[src/rtl/pc_fetch_unit.sv]
// rtl/pc_fetch_unit.sv - program counter, return-address stack and fetch sequencer
module pc_fetch_unit #(
   parameter logic [9:0] RESET_ADDR = 10'd0,
   parameter int         RAS_DEPTH  = 4
) (
   input  logic        clk,
   input  logic        rst,
   input  logic        stall,
   input  logic [9:0]  instr,
   input  logic [9:0]  jmp_addr,
   input  logic        eq_flag,
   output logic [9:0]  instr_rd_addr,
   output logic        halted,
   output logic        ras_fault,
   output logic [15:0] retired_cnt
);

   // Stack index width; the occupancy count needs one extra bit to reach RAS_DEPTH.
   localparam int PTR_W = (RAS_DEPTH > 1) ? $clog2(RAS_DEPTH) : 1;
   localparam logic [PTR_W:0] DEPTH_V = (PTR_W+1)'(RAS_DEPTH);
   localparam logic [PTR_W:0] CNT_ONE = (PTR_W+1)'(1);

   localparam logic [0:0] ST_RUN  = 1'b0;
   localparam logic [0:0] ST_HALT = 1'b1;

   localparam logic [3:0] OP_J    = 4'b1100;
   localparam logic [3:0] OP_JE   = 4'b1101;
   localparam logic [3:0] OP_JAL  = 4'b1110;
   localparam logic [3:0] OP_HALT = 4'b1111;
   localparam logic [3:0] OP_RET  = 4'b0111;

   // Architectural state
   logic [9:0]     r_pc;
   logic [0:0]     r_state;
   logic           r_ras_fault;
   logic [15:0]    r_retired;
   logic [PTR_W:0] r_ras_cnt;
   logic [9:0]     r_ras [0:RAS_DEPTH-1];

   // Decode and next-state helpers
   logic [3:0]       w_opcode;
   logic             w_is_jal;
   logic             w_is_ret;
   logic             w_is_halt;
   logic             w_ras_full;
   logic             w_ras_empty;
   logic             w_overflow;
   logic             w_underflow;
   logic             w_fault;
   logic             w_active;
   logic             w_commit;
   logic [9:0]       w_pc_seq;
   logic [9:0]       w_pc_tgt;
   logic [9:0]       w_pc_next;
   logic [9:0]       w_ras_top;
   logic [PTR_W:0]   w_cnt_m1;
   logic [PTR_W-1:0] w_top_idx;
   logic [PTR_W-1:0] w_push_idx;

   assign w_opcode    = instr[9:6];
   assign w_is_jal    = (w_opcode == OP_JAL);
   assign w_is_ret    = (w_opcode == OP_RET);
   assign w_is_halt   = (w_opcode == OP_HALT);

   assign w_ras_full  = (r_ras_cnt == DEPTH_V);
   assign w_ras_empty = (r_ras_cnt == '0);
   assign w_overflow  = w_is_jal & w_ras_full;
   assign w_underflow = w_is_ret & w_ras_empty;
   assign w_fault     = w_overflow | w_underflow;

   // A cycle only does work when running and not stalled; a faulting
   // instruction is squashed entirely so PC, stack and counter keep their values.
   assign w_active    = (r_state == ST_RUN) & ~stall;
   assign w_commit    = w_active & ~w_fault;

   assign w_pc_seq    = r_pc + 10'd1;
   assign w_pc_tgt    = r_pc + jmp_addr;

   assign w_cnt_m1    = r_ras_cnt - CNT_ONE;
   assign w_top_idx   = w_cnt_m1[PTR_W-1:0];
   assign w_push_idx  = r_ras_cnt[PTR_W-1:0];
   assign w_ras_top   = r_ras[w_top_idx];

   // Select the next PC from the opcode of the instruction currently addressed
   always_comb begin
      w_pc_next = w_pc_seq;
      case (w_opcode)
         OP_J:    w_pc_next = w_pc_tgt;
         OP_JE:   w_pc_next = eq_flag ? w_pc_tgt : w_pc_seq;
         OP_JAL:  w_pc_next = w_pc_tgt;
         OP_RET:  w_pc_next = w_ras_top;
         OP_HALT: w_pc_next = r_pc;
         default: w_pc_next = w_pc_seq;
      endcase
   end

   // PC and RUN/HALT state; halt and faults freeze the PC until reset
   always_ff @(posedge clk) begin
      if (rst) begin
         r_pc        <= RESET_ADDR;
         r_state     <= ST_RUN;
         r_ras_fault <= 1'b0;
      end else if (w_active) begin
         if (w_fault) begin
            r_state     <= ST_HALT;
            r_ras_fault <= 1'b1;
         end else if (w_is_halt) begin
            r_state     <= ST_HALT;
         end else begin
            r_pc        <= w_pc_next;
         end
      end
   end

   // Return-address stack: jal pushes the fall-through address, ret pops
   always_ff @(posedge clk) begin
      if (rst) begin
         r_ras_cnt <= '0;
         for (int i = 0; i < RAS_DEPTH; i++) begin
            r_ras[i] <= 10'd0;
         end
      end else if (w_commit) begin
         if (w_is_jal) begin
            r_ras[w_push_idx] <= w_pc_seq;
            r_ras_cnt         <= r_ras_cnt + CNT_ONE;
         end else if (w_is_ret) begin
            r_ras_cnt         <= w_cnt_m1;
         end
      end
   end

   // Retired-instruction counter; the halt instruction itself is counted once
   always_ff @(posedge clk) begin
      if (rst) begin
         r_retired <= 16'd0;
      end else if (w_commit) begin
         r_retired <= r_retired + 16'd1;
      end
   end

   assign instr_rd_addr = r_pc;
   assign halted        = (r_state == ST_HALT);
   assign ras_fault     = r_ras_fault;
   assign retired_cnt   = r_retired;

endmodule
[config.mk]
export PLATFORM = sky130hd
export DESIGN_NAME = pc_fetch_unit
export DESIGN_NICKNAME = d
export VERILOG_FILES = /design/src/rtl/pc_fetch_unit.sv
export SDC_FILE = /design/constraint.sdc
export NUM_CORES = 1
export LEC_CHECK = 0
export CELL_PAD_IN_SITES_DETAIL_PLACEMENT = 0
export CELL_PAD_IN_SITES_GLOBAL_PLACEMENT = 1
export CORE_MARGIN = 2
export CORE_UTILIZATION = 46
export DETAILED_ROUTE_END_ITERATION = 12
export PLACE_DENSITY = 0.92
export SETUP_SLACK_MARGIN = 0.2
export SLEW_MARGIN = 20
export SYNTH_ARGS = -nofsm -noshare
export SYNTH_HDL_FRONTEND = slang
export SYNTH_SLANG_ARGS = --single-unit
[constraint.sdc]
create_clock -name clk -period 3.6 [get_ports clk]
set_input_delay 0.54 -clock clk [delete_from_list [all_inputs] [get_ports clk]]
set_output_delay 0.54 -clock clk [all_outputs]
set_load 0.01 [all_outputs]
==> run_results.csv <==
group,metric,value,unit
outcome,status,"completed",
synth,syn_area_per_cell,10.2,um^2
layout,layout-drive-gt1-share,12.3,%
critical_path,critPathArrivalTime,2.75,ns
floorplan,start_util,47.4,%
cts,clk_path_buf_depth,2,
place,place_area,0.00443,mm^2
floorplan,die_y,96.0,um
layout,nFillCells,694,
route,wl_met3,393,um
timing,skew,0.0119,ns
synth,synth_cell_types,60,
timing,rsz0062_at_grt,"false",
floorplan,rows,33,
synth,synth_top_family_by_area,"simple AND/OR/NAND/NOR gates",
synth,yosys.area_share.simple,20.5,%
route,drt-wirelength-per-cell,15.7,um
timing,clock.fmax,0.360,GHz
route,drt-total-wl,8.44,mm
floorplan,chipWidth,96.0,um
synth,yosysTopAreaCell,"edfxtp_1",
worst_hold_path,whs_path_depth,2,
layout,nNetsFinal,465,
timing,finalHoldViolations,0,
cts,cts_max_level,3,
synth,synth_top_area_share,30.8,%
synth,synthAdderAreaFrac,5.01,%
grt,grt_usage,20.0,%
synth,synth.area.top_cells,"edfxtp_1 (31%), dfxtp_1 (16%), nor2_1 (6.7%)",
critical_path,r2r_end,"instr_rd_addr[8]",
route,dr_wl_met2,3.97,mm
route,route.antenna.remaining_nets,0,
place,dp_slack,0.457,ns
layout,layout_commonest_cell,"nor2_1",
pwr,seq_power_share,50.0,%
critical_path,crit_required,3.58,ns
pwr,total_power,0.00184,W
pwr,vdd_drop_max,0.169,mV
timing,final.min_clock_period,2.78,ns
timing,hold_ws,0.488,ns
timing,worst_pin_slew,0.695,ns
cts,clock_latency,0.34,ns
route,via_per_inst,5.60,
synth,synthMuxAreaShare,6.30,%
critical_path,path_max_fanout,11,
timing,maxSlewHeadroom,53.7,%
floorplan,core-area,0.00822,mm^2
grt,grt_max_degree,39,
pwr,combPwrFrac,16.0,%
synth,synth_cells,382,
route,drc_errors,0,
grt,grt_pass1_vias,2758,
route,drt_first_pass_iters,4,
layout,fin_area,0.00464,mm^2
timing,worst_slack,0.823,ns
place,io_buffers,45,
synth,synth_seq_cells,71,
place,place_hpwl,6.16,mm
cts,cts-root-buf,"clkbuf_8",
cts,cts_setup_buffers,0,
layout,layout_common_cells,"nor2_1 (70), clkdlybuf4s50_1 (45), edfxtp_1 (40)",
critical_path,crit_path_end_kind,"flip-flop",
worst_hold_path,holdPathEnd,"ras_fault",
layout,diodes,0,
worst_hold_path,min_from,"ras_fault",
pwr,power.density,397,mW/mm^2
floorplan,dieArea,0.00922,mm^2
cts,cts_resized,0,
critical_path,reg2reg_slack,1.14,ns
cts,cts_made_buffers,9,
worst_hold_path,hold_path_class,"reg2reg",
cts,clock_sinks,71,
synth,synth_edf_count,40,
timing,setup_viol,0,
flow_run,maxCapViolCount,0,
critical_path,regToRegStartpoint,"instr_rd_addr[0]",
pwr,netSwitchingFraction,26.4,%
critical_path,rr_worst_depth,8,
synth,netlist_area,0.00389,mm^2
route,drt-met1-wl,4.01,mm
synth,synth_ff_type,"edfxtp_1",
synth,syn_nets,421,
synth,ys.warnings.count,0,
timing,drv_slew,0,
grt,antenna_found_initial,0,
cts,clkTransAtPathRegs,0.07,ns
grt,grt_first_pass_wirelength,14.1,mm
pwr,p_switching,0.000486,W
synth,synth_compound_area_share,12.0,%
critical_path,path_class,"in2reg",
timing,tns,0,ns
synth,async_reset_ff_share,0,%
layout,area_delta_synth_final,19.1,%
cts,cts_tree,"done",
synth,yosysSeqAreaShare,46.8,%
route,vias,3004,
floorplan,ioPinCount,52,
pwr,leakage,1.64,nW
place,globalplace.congestion,0.817,
cts,ctsHoldBuffers,0,
grt,grt-ovfl-total,0,
critical_path,crit_path_start_kind,"input pin",
pwr,clkPwrFrac,33.9,%
timing,post-route-period-util,77.1,%
route,routed.top_layer,"met4",
pwr,p_int,0.00136,W
route,drtIter0Drc,245,
synth,synth_xor_area_share,6.07,%
[cells in the mapped netlist (2+ instances only)]
master,number
nand2b_1,4
nand2_1,24
and3_1,4
or3_1,6
buf_2,9
and3b_1,2
o21bai_1,3
nor3_1,10
dfxtp_1,31
nor2_2,10
nor2_1,70
o21ai_0,12
buf_4,2
xor2_1,12
edfxtp_1,40
nand3_1,11
nor3b_2,2
clkbuf_1,7
a22o_1,2
a21oi_1,17
nor3b_1,3
xnor2_1,15
nand4b_1,2
o21a_1,3
a211oi_1,3
inv_1,7
nand4_1,4
mux2i_1,2
a21o_1,4
o211ai_1,6
ha_1,14
nor4_1,2
mux4_2,10
a22oi_1,3
[routing by layer]
layer | global-route usage (%) | vias up
met2 | 30.8 | 73
li1 | - | 1472
met4 | 6.43 | 0
met1 | 29.0 | 1455
met5 | 0 | -
met3 | 3.29 | 4
[final cells by class]
| cell class | count | area, um^2 | share of cell area (%) |
|---|---|---|---|
| timing repair buffer | 53 | 510 | 11.0 |
| tap | 105 | 131 | 2.83 |
| inverter | 7 | 26.3 | 0.566 |
| clock buffer | 12 | 178 | 3.83 |
| sequential | 71 | 1820 | 39.3 |
| multi-input combinational | 284 | 1940 | 41.9 |
| clock inverter | 4 | 26.3 | 0.566 |
[flip-flops by register name, summed over array words and instances, names as in the netlist]
register       flops
retired_cnt       16
r_ras_cnt          3
halted             1
ras_fault          1
r_ras             40
instr_rd_addr     10
[through the flow]
stage	std cells	utilization, %
2_1_floorplan	382	-
3_3_place_gp	520	54.0
3_5_place_dp	520	54.0
4_1_cts	536	56.4
5_1_grt	536	56.4
6_report	536	56.4
[worst max-delay path, cell delays in order]
cell,delay (ns)
clkdlybuf4s50_1,0.63
and3b_1,0.25
o211ai_2,0.23
nand4b_1,0.17
nor2_1,0.17
nand2_1,0.28
nand2b_1,0.48
[power groups by stage]
| stage | clock, W | combinational (W) | sequential (W) |
|---|---|---|---|
| 6_report | 0.000625 | 0.000296 | 0.000922 |
| 5_1_grt | 0.000675 | 0.000327 | 0.000925 |
| 2_1_floorplan | 0 | 0.000197 | 0.000931 |
| 4_1_cts | 0.000642 | 0.000296 | 0.000921 |
| 3_5_place_dp | 0 | 0.000294 | 0.000939 |
| 3_3_place_gp | 0 | 0.000288 | 0.000937 |
[cells by family after synthesis]
logic type      Yosys count
simple gates            162
fa+ha+maj                15
flops                    71
xor+xnor                 27
buf+inv                  27
compound gates           68
mux                      12
[how the worst max path moves through the flow]
stage	startpoint	to	slack, ns	cells past startpoint
floorplan	jmp_addr[0]	instr_rd_addr[8]	1.24	8
global placement	instr[6]	r_ras[2][7]	0.49	7
CTS	instr[6]	r_ras[0][6]	0.82	7
finish	instr[6]	r_ras[0][4]	0.82	7
detailed placement	instr[6]	r_ras[0][7]	0.46	7
global route	instr[6]	r_ras[0][6]	0.58	7
Note: power is estimated with default switching activity, not from simulation.
